$ cat config.mk
export PLATFORM = sky130hd
export DESIGN_NAME = cv32e40x_pma_gate
export DESIGN_NICKNAME = d
export VERILOG_FILES = /design/src/rtl/cv32e40x_pma_gate.sv
export SDC_FILE = /design/constraint.sdc
export NUM_CORES = 1
export LEC_CHECK = 0
export CAP_MARGIN = 20
export CORE_AREA = 2 2 53 55
export DETAILED_ROUTE_END_ITERATION = 8
export DIE_AREA = 0 0 55 57
export PLACE_DENSITY = 0.81
export SYNTH_ARGS = -nofsm -noshare
export SYNTH_HDL_FRONTEND = slang
export SYNTH_SLANG_ARGS = --single-unit
$ cat constraint.sdc
create_clock -name clk -period 1.69 [get_ports clk]
set_clock_uncertainty 0.15 [all_clocks]
set_input_delay 0.338 -clock clk [delete_from_list [all_inputs] [get_ports clk]]
set_output_delay 0.338 -clock clk [all_outputs]
set_load 0.05 [all_outputs]
$ cat src/rtl/cv32e40x_pma_gate.sv
// Purpose: gates core bus requests on PMA violations and injects a PMA error response in order.
// Latency: requests/responses pass combinationally; PMA error response 1 cycle after drain completes.
// Backpressure: core ready follows bus ready; stalls when MAX_OUTSTANDING responses are pending.
module cv32e40x_pma_gate #(
    parameter int MAX_OUTSTANDING = 2
) (
    input  logic        clk,
    input  logic        rst_n,
    input  logic        core_trans_valid_i,
    output logic        core_trans_ready_o,
    input  logic [31:0] core_trans_addr_i,
    input  logic        core_trans_we_i,
    input  logic        pma_err_i,
    input  logic        pma_bufferable_i,
    input  logic        pma_cacheable_i,
    output logic        bus_trans_valid_o,
    input  logic        bus_trans_ready_i,
    output logic [31:0] bus_trans_addr_o,
    output logic        bus_trans_we_o,
    output logic        bus_trans_bufferable_o,
    output logic        bus_trans_cacheable_o,
    input  logic        bus_resp_valid_i,
    input  logic        bus_resp_err_i,
    output logic        core_resp_valid_o,
    output logic        core_resp_err_o,
    output logic        core_resp_pma_err_o
);

    localparam int CW = $clog2(MAX_OUTSTANDING + 1);
    localparam logic [CW-1:0] MAX_CNT = CW'(MAX_OUTSTANDING);

    typedef enum logic [1:0] {
        IDLE       = 2'd0,
        WAIT_DRAIN = 2'd1,
        ERR_RESP   = 2'd2
    } state_t;

    state_t          state_q, state_d;
    logic [CW-1:0]   cnt_q, cnt_d;
    logic            room;
    logic            bus_hs;

    assign room = (cnt_q < MAX_CNT);

    // Address and attributes travel straight through; only valid is gated.
    assign bus_trans_addr_o       = core_trans_addr_i;
    assign bus_trans_we_o         = core_trans_we_i;
    assign bus_trans_bufferable_o = pma_bufferable_i;
    assign bus_trans_cacheable_o  = pma_cacheable_i;

    assign bus_hs = bus_trans_valid_o && bus_trans_ready_i;

    // Outstanding counter next value; a response with nothing pending is ignored.
    always_comb begin
        cnt_d = cnt_q;
        if (bus_hs && !bus_resp_valid_i) begin
            cnt_d = cnt_q + CW'(1);
        end else if (!bus_hs && bus_resp_valid_i && (cnt_q != '0)) begin
            cnt_d = cnt_q - CW'(1);
        end
    end

    // Next state and handshake/response outputs.
    always_comb begin
        state_d             = state_q;
        bus_trans_valid_o   = 1'b0;
        core_trans_ready_o  = 1'b0;
        // Response passthrough is masked during reset so nothing reaches the core.
        core_resp_valid_o   = rst_n && bus_resp_valid_i;
        core_resp_err_o     = rst_n && bus_resp_valid_i && bus_resp_err_i;
        core_resp_pma_err_o = 1'b0;
        unique case (state_q)
            IDLE: begin
                bus_trans_valid_o  = core_trans_valid_i && !pma_err_i && room;
                core_trans_ready_o = pma_err_i ? 1'b1 : (bus_trans_ready_i && room);
                if (core_trans_valid_i && pma_err_i) begin
                    // Older bus responses must reach the core before the error.
                    state_d = (cnt_d == '0) ? ERR_RESP : WAIT_DRAIN;
                end
            end
            WAIT_DRAIN: begin
                if (cnt_d == '0) begin
                    state_d = ERR_RESP;
                end
            end
            ERR_RESP: begin
                core_resp_valid_o   = 1'b1;
                core_resp_err_o     = 1'b0;
                core_resp_pma_err_o = 1'b1;
                state_d             = IDLE;
            end
            default: begin
                state_d = IDLE;
            end
        endcase
    end

    // State and outstanding count registers.
    always_ff @(posedge clk or negedge rst_n) begin
        if (!rst_n) begin
            state_q <= IDLE;
            cnt_q   <= '0;
        end else begin
            state_q <= state_d;
            cnt_q   <= cnt_d;
        end
    end

    // Nothing is outstanding while the injected error is presented, so a bus response is a protocol error.
    a_no_resp_in_err: assert property (@(posedge clk) disable iff (!rst_n)
        !((state_q == ERR_RESP) && bus_resp_valid_i));

endmodule

Word level (Yosys, flattened, before mapping). Cells that the tools add are included.

Register bits: 4. Input bits: 42. Output and inout bits: 40. Word-level logic and storage cells: 38.

Add/subtract/negate cells: 2. $lt $le $gt $ge: 1. Equal/unequal tests: 4. Muxes and demuxes: 12. Reduce and logical (&&, ||, !) cells: 17.

Operator list (count): logical AND 1 bit (10); two-way mux 2 bit (5); two-way mux 1 bit (6); zero test 2 bit (2); != test 2 bit, second input constant (2); case mux 2 bit (2 select lines) (1); zero test 1 bit (3); adder 2 x 1 -> 2 bit, second input constant (1); equality test 2 x 1 -> 1 bit, second input constant (1); equality test 2 bit, second input constant (1); less-than comparator 2 bit, second input constant (1); AND reduction 2 bit (1); nonzero test 2 bit (1); subtractor 2 x 1 -> 2 bit, second input constant (1).

Longest topological paths before layout.
Word-level depth: 14. Mapped depth: 5. Mapped depth without buffers: 5.

Worst setup path before layout. No wires, ideal clock.

Path type: register -> output. Start: reg state_q[1]. End: out core_resp_err_o. Data arrival time: 1.953 ns. Required time: 1.202 ns. Slack: -0.751 ns. Stages on the path, launching flop included: 4. Path buffers: 0. Cells stage by stage: dfrtp_1 > inv_1 > nor2_1 > nor3b_1.

Word-level cells in the longest chain between the ends: 2.

Ends and longest elaborated chain: from (decl) (line 38) `state_t state_q, state_d;`; from (signal assigned) (line 104) `state_q <= state_d;`; equality test 2 bit (line 72) `unique case (state_q)`; two-way mux 1 bit (line 72); to (decl) (line 25) `output logic core_resp_err_o,`.

Every way passes these cells.

Worst setup path in the final report.
Start: reg state_q[1]. End: out bus_trans_valid_o.

Word-level cells in the longest chain between the ends: 2.

Ends and longest elaborated chain: zero test 2 bit (line 72); two-way mux 1 bit (line 72); to (decl) (line 16) `output logic bus_trans_valid_o,`.

Every way passes these cells.

==> impl_metrics.ini <==
[synth]
ys_ff_latch = 4
yosysSeqAreaShare_pct = 16.9
ys_types = 25
yosysMostFrequentCell = buf_4
synth.avg_cell_area_sq_um = 8.22
postSynthCellCount = 72
yosys_warnings = 0
synth_ff_type = dfrtp_1
synth_top_cell_by_area = buf_4
syn_area_sq_um = 592
netlist.area_leader.share_pct = 44.4
synth_nets = 115
synth_edf_count = 0
async_flop_share_pct = 100
synthTopCellsByCount = 35 x buf_4, 4 x dfrtp_1, 3 x inv_1, 3 x nand2_1
synth_top_cells_by_area = buf_4 44%, dfrtp_1 17%, nor4b_4 4.0%

[status]
status = finished with violations
violations = negative setup slack

[routing]
vias = 428
drtAntennaViolNets = 0
drt_wl_total_microns = 1220
routedWlPerCell_microns = 12.8
viasPerCell = 4.51
drt_iter0_drc = 7
drt-pass1-iter-count = 4
drcViolationCount = 0

[floorplanning]
start_util_pct = 22.6
io_pins = 82
die_x_microns = 55
die_area_sq_mm = 0.00314
die_h_microns = 57
row_count = 19
core-area_sq_mm = 0.00262

[timing]
setup_viol = 1
maxSlewHeadroom_pct = 83.3
rsz0062_at_grt = true
fin_ws_ns = -0.0790
worst_pin_slew_ns = 0.250
hold_viol = 0
period_minus_slack_ns = 1.77
max_freq_mhz = 565
drv_slew = 0
hold_ws_ns = 0.405
period_share_pct = 105

[worst_setup_path]
crit_fanout = 3
required_ns = 1.20
critPathCaptureType = output port
worstRegToRegCells = 6
critPathKind = flop to output port
cp-start-kind = flop
arrival_ns = 1.28

[finish]
fin_area_sq_um = 731
drive_gt1_share_pct = 53.1
nNetsFinal = 109
diodes = 0
stdcell_count = 95
final_util_pct = 27.9
syn2layout_area_growth_pct = 23.5

[clock_tree]
cts-root-buf = clkbuf_4
htreeDepth = 1
numCtsBuffers = 3
clockBufferDepth = 2
clkSinkCount = 4
cts.reportedPaths.clkPinSlew_ns = 0.04
cts_tree = yes
insertion_delay_ns = 0.23

[power]
power_density_mw_per_mm2 = 1750
vdd_drop_max_uv = 784
leakage_nw = 0.322

[grt]
overflow = 0
grt_antenna_before_repair = 0
grt_usage_pct = 7.68
grt_pass1_wl_microns = 1750
grt_max_degree = 8
grt_pass1_vias = 426

[worst_hold_path]
whs_path_depth = 1
worstHoldPathType = flop to flop

[place]
dpl.hpwl_microns = 931
gp_congestion = 0.692
portBuffers = 11
place_area_sq_um = 618
dp.cells = 87

[job]
cap_violations = 0
==> timing repair <==
item | 4_1_cts | 5_1_grt
hold buffers | 1 | 0
endpoints found under the hold margin | 2 | 0
buffers inserted | 3 | 2
pin swaps | 5 | 4
endpoints found under the setup margin | 8 | 6
gates resized for setup | 12 | 6
==> metal layers <==
layer	track usage (%)	vias up	part of all wire, %
li1	-	193	-
met4	6.97	0	3.9
met1	8.46	195	37
met5	0	-	0
met2	10.2	32	47
met3	4.19	8	12
==> layout make-up <==
type,instances,area (sq um)
well taps,31,38.8
inverters,3,11.3
repair buffers,24,265
flip-flops and latches,4,100
multi-input cells,30,293
clock buffers,3,22.5
fillers,293,1880
==> final timing paths <==
path / from / endpoint / slack [ns]
setup / recovery: state_q[1]$_DFFE_PN0P_ / bus_trans_valid_o / -0.08
min in group asynchronous: rst_n / state_q[0]$_DFFE_PN0P_ / 0.53
hold / removal: cnt_q[0]$_DFF_PN0_ / cnt_q[0]$_DFF_PN0_ / 0.40
max in group asynchronous: rst_n / cnt_q[0]$_DFF_PN0_ / 0.75
hold reg to reg: cnt_q[0]$_DFF_PN0_ / cnt_q[0]$_DFF_PN0_ / 0.40
setup reg to reg: state_q[1]$_DFFE_PN0P_ / cnt_q[0]$_DFF_PN0_ / 0.06
==> cell families (layout without fill, tap and decap cells) <==
logic type,count (synthesis),after routing,share of synthesized area [%]
compound gates,9,9,11.0
xor+xnor,1,1,1.48
fa+ha+maj,1,1,2.11
buf+inv,38,30,46.3
flops,4,4,16.9
mux,1,1,1.69
simple gates,18,18,20.5
==> placed cells by master (no fill, tap or decap), drive strengths merged <==
cell type / instances
a21boi: 1
a21o: 2
a21oi: 1
a22o: 1
a31oi: 1
and2: 1
and3: 1
buf: 17
clkbuf: 3
clkdlybuf4s50: 1
dfrtp: 4
dlygate4sd2: 5
dlygate4sd3: 1
ha: 1
inv: 3
mux2i: 1
nand2: 3
nand3: 2
nand3b: 2
nand4b: 1
nor2: 2
nor2b: 1
nor3: 1
nor3b: 2
nor4b: 1
o21ai: 2
o221ai: 1
or2: 1
xnor2: 1
==> registers in the layout, summed over array words and instances, names as in the netlist <==
register and count:
cnt_q 2, state_q 2
==> critical path, cell delays in order (launching register included) <==
cell and delay, ns:
dfrtp_1 0.41, nor4b_4 0.31, and2_4 0.20, buf_12 0.13
==> stage by stage <==
step | power [mW] | setup slack, ns | setup TNS (ns)
floorplan | 0.879 | -0.0816 | -0.0816
global placement | 0.951 | -0.374 | -1.88
detailed placement | 0.988 | -0.390 | -2.12
CTS | 1.17 | -0.0929 | -0.120
global route | 1.37 | -0.135 | -0.201
finish | 1.28 | -0.0790 | -0.0790
==> where the power goes <==
part           total [mW]  leakage (nW)  internal (mW)  switching (mW)
registers           0.202        0.0498          0.144          0.0586
logic               0.965         0.259          0.497           0.468
clock network       0.112        0.0138         0.0790          0.0328
No activity file was read; power rests on OpenSTA's default activity.
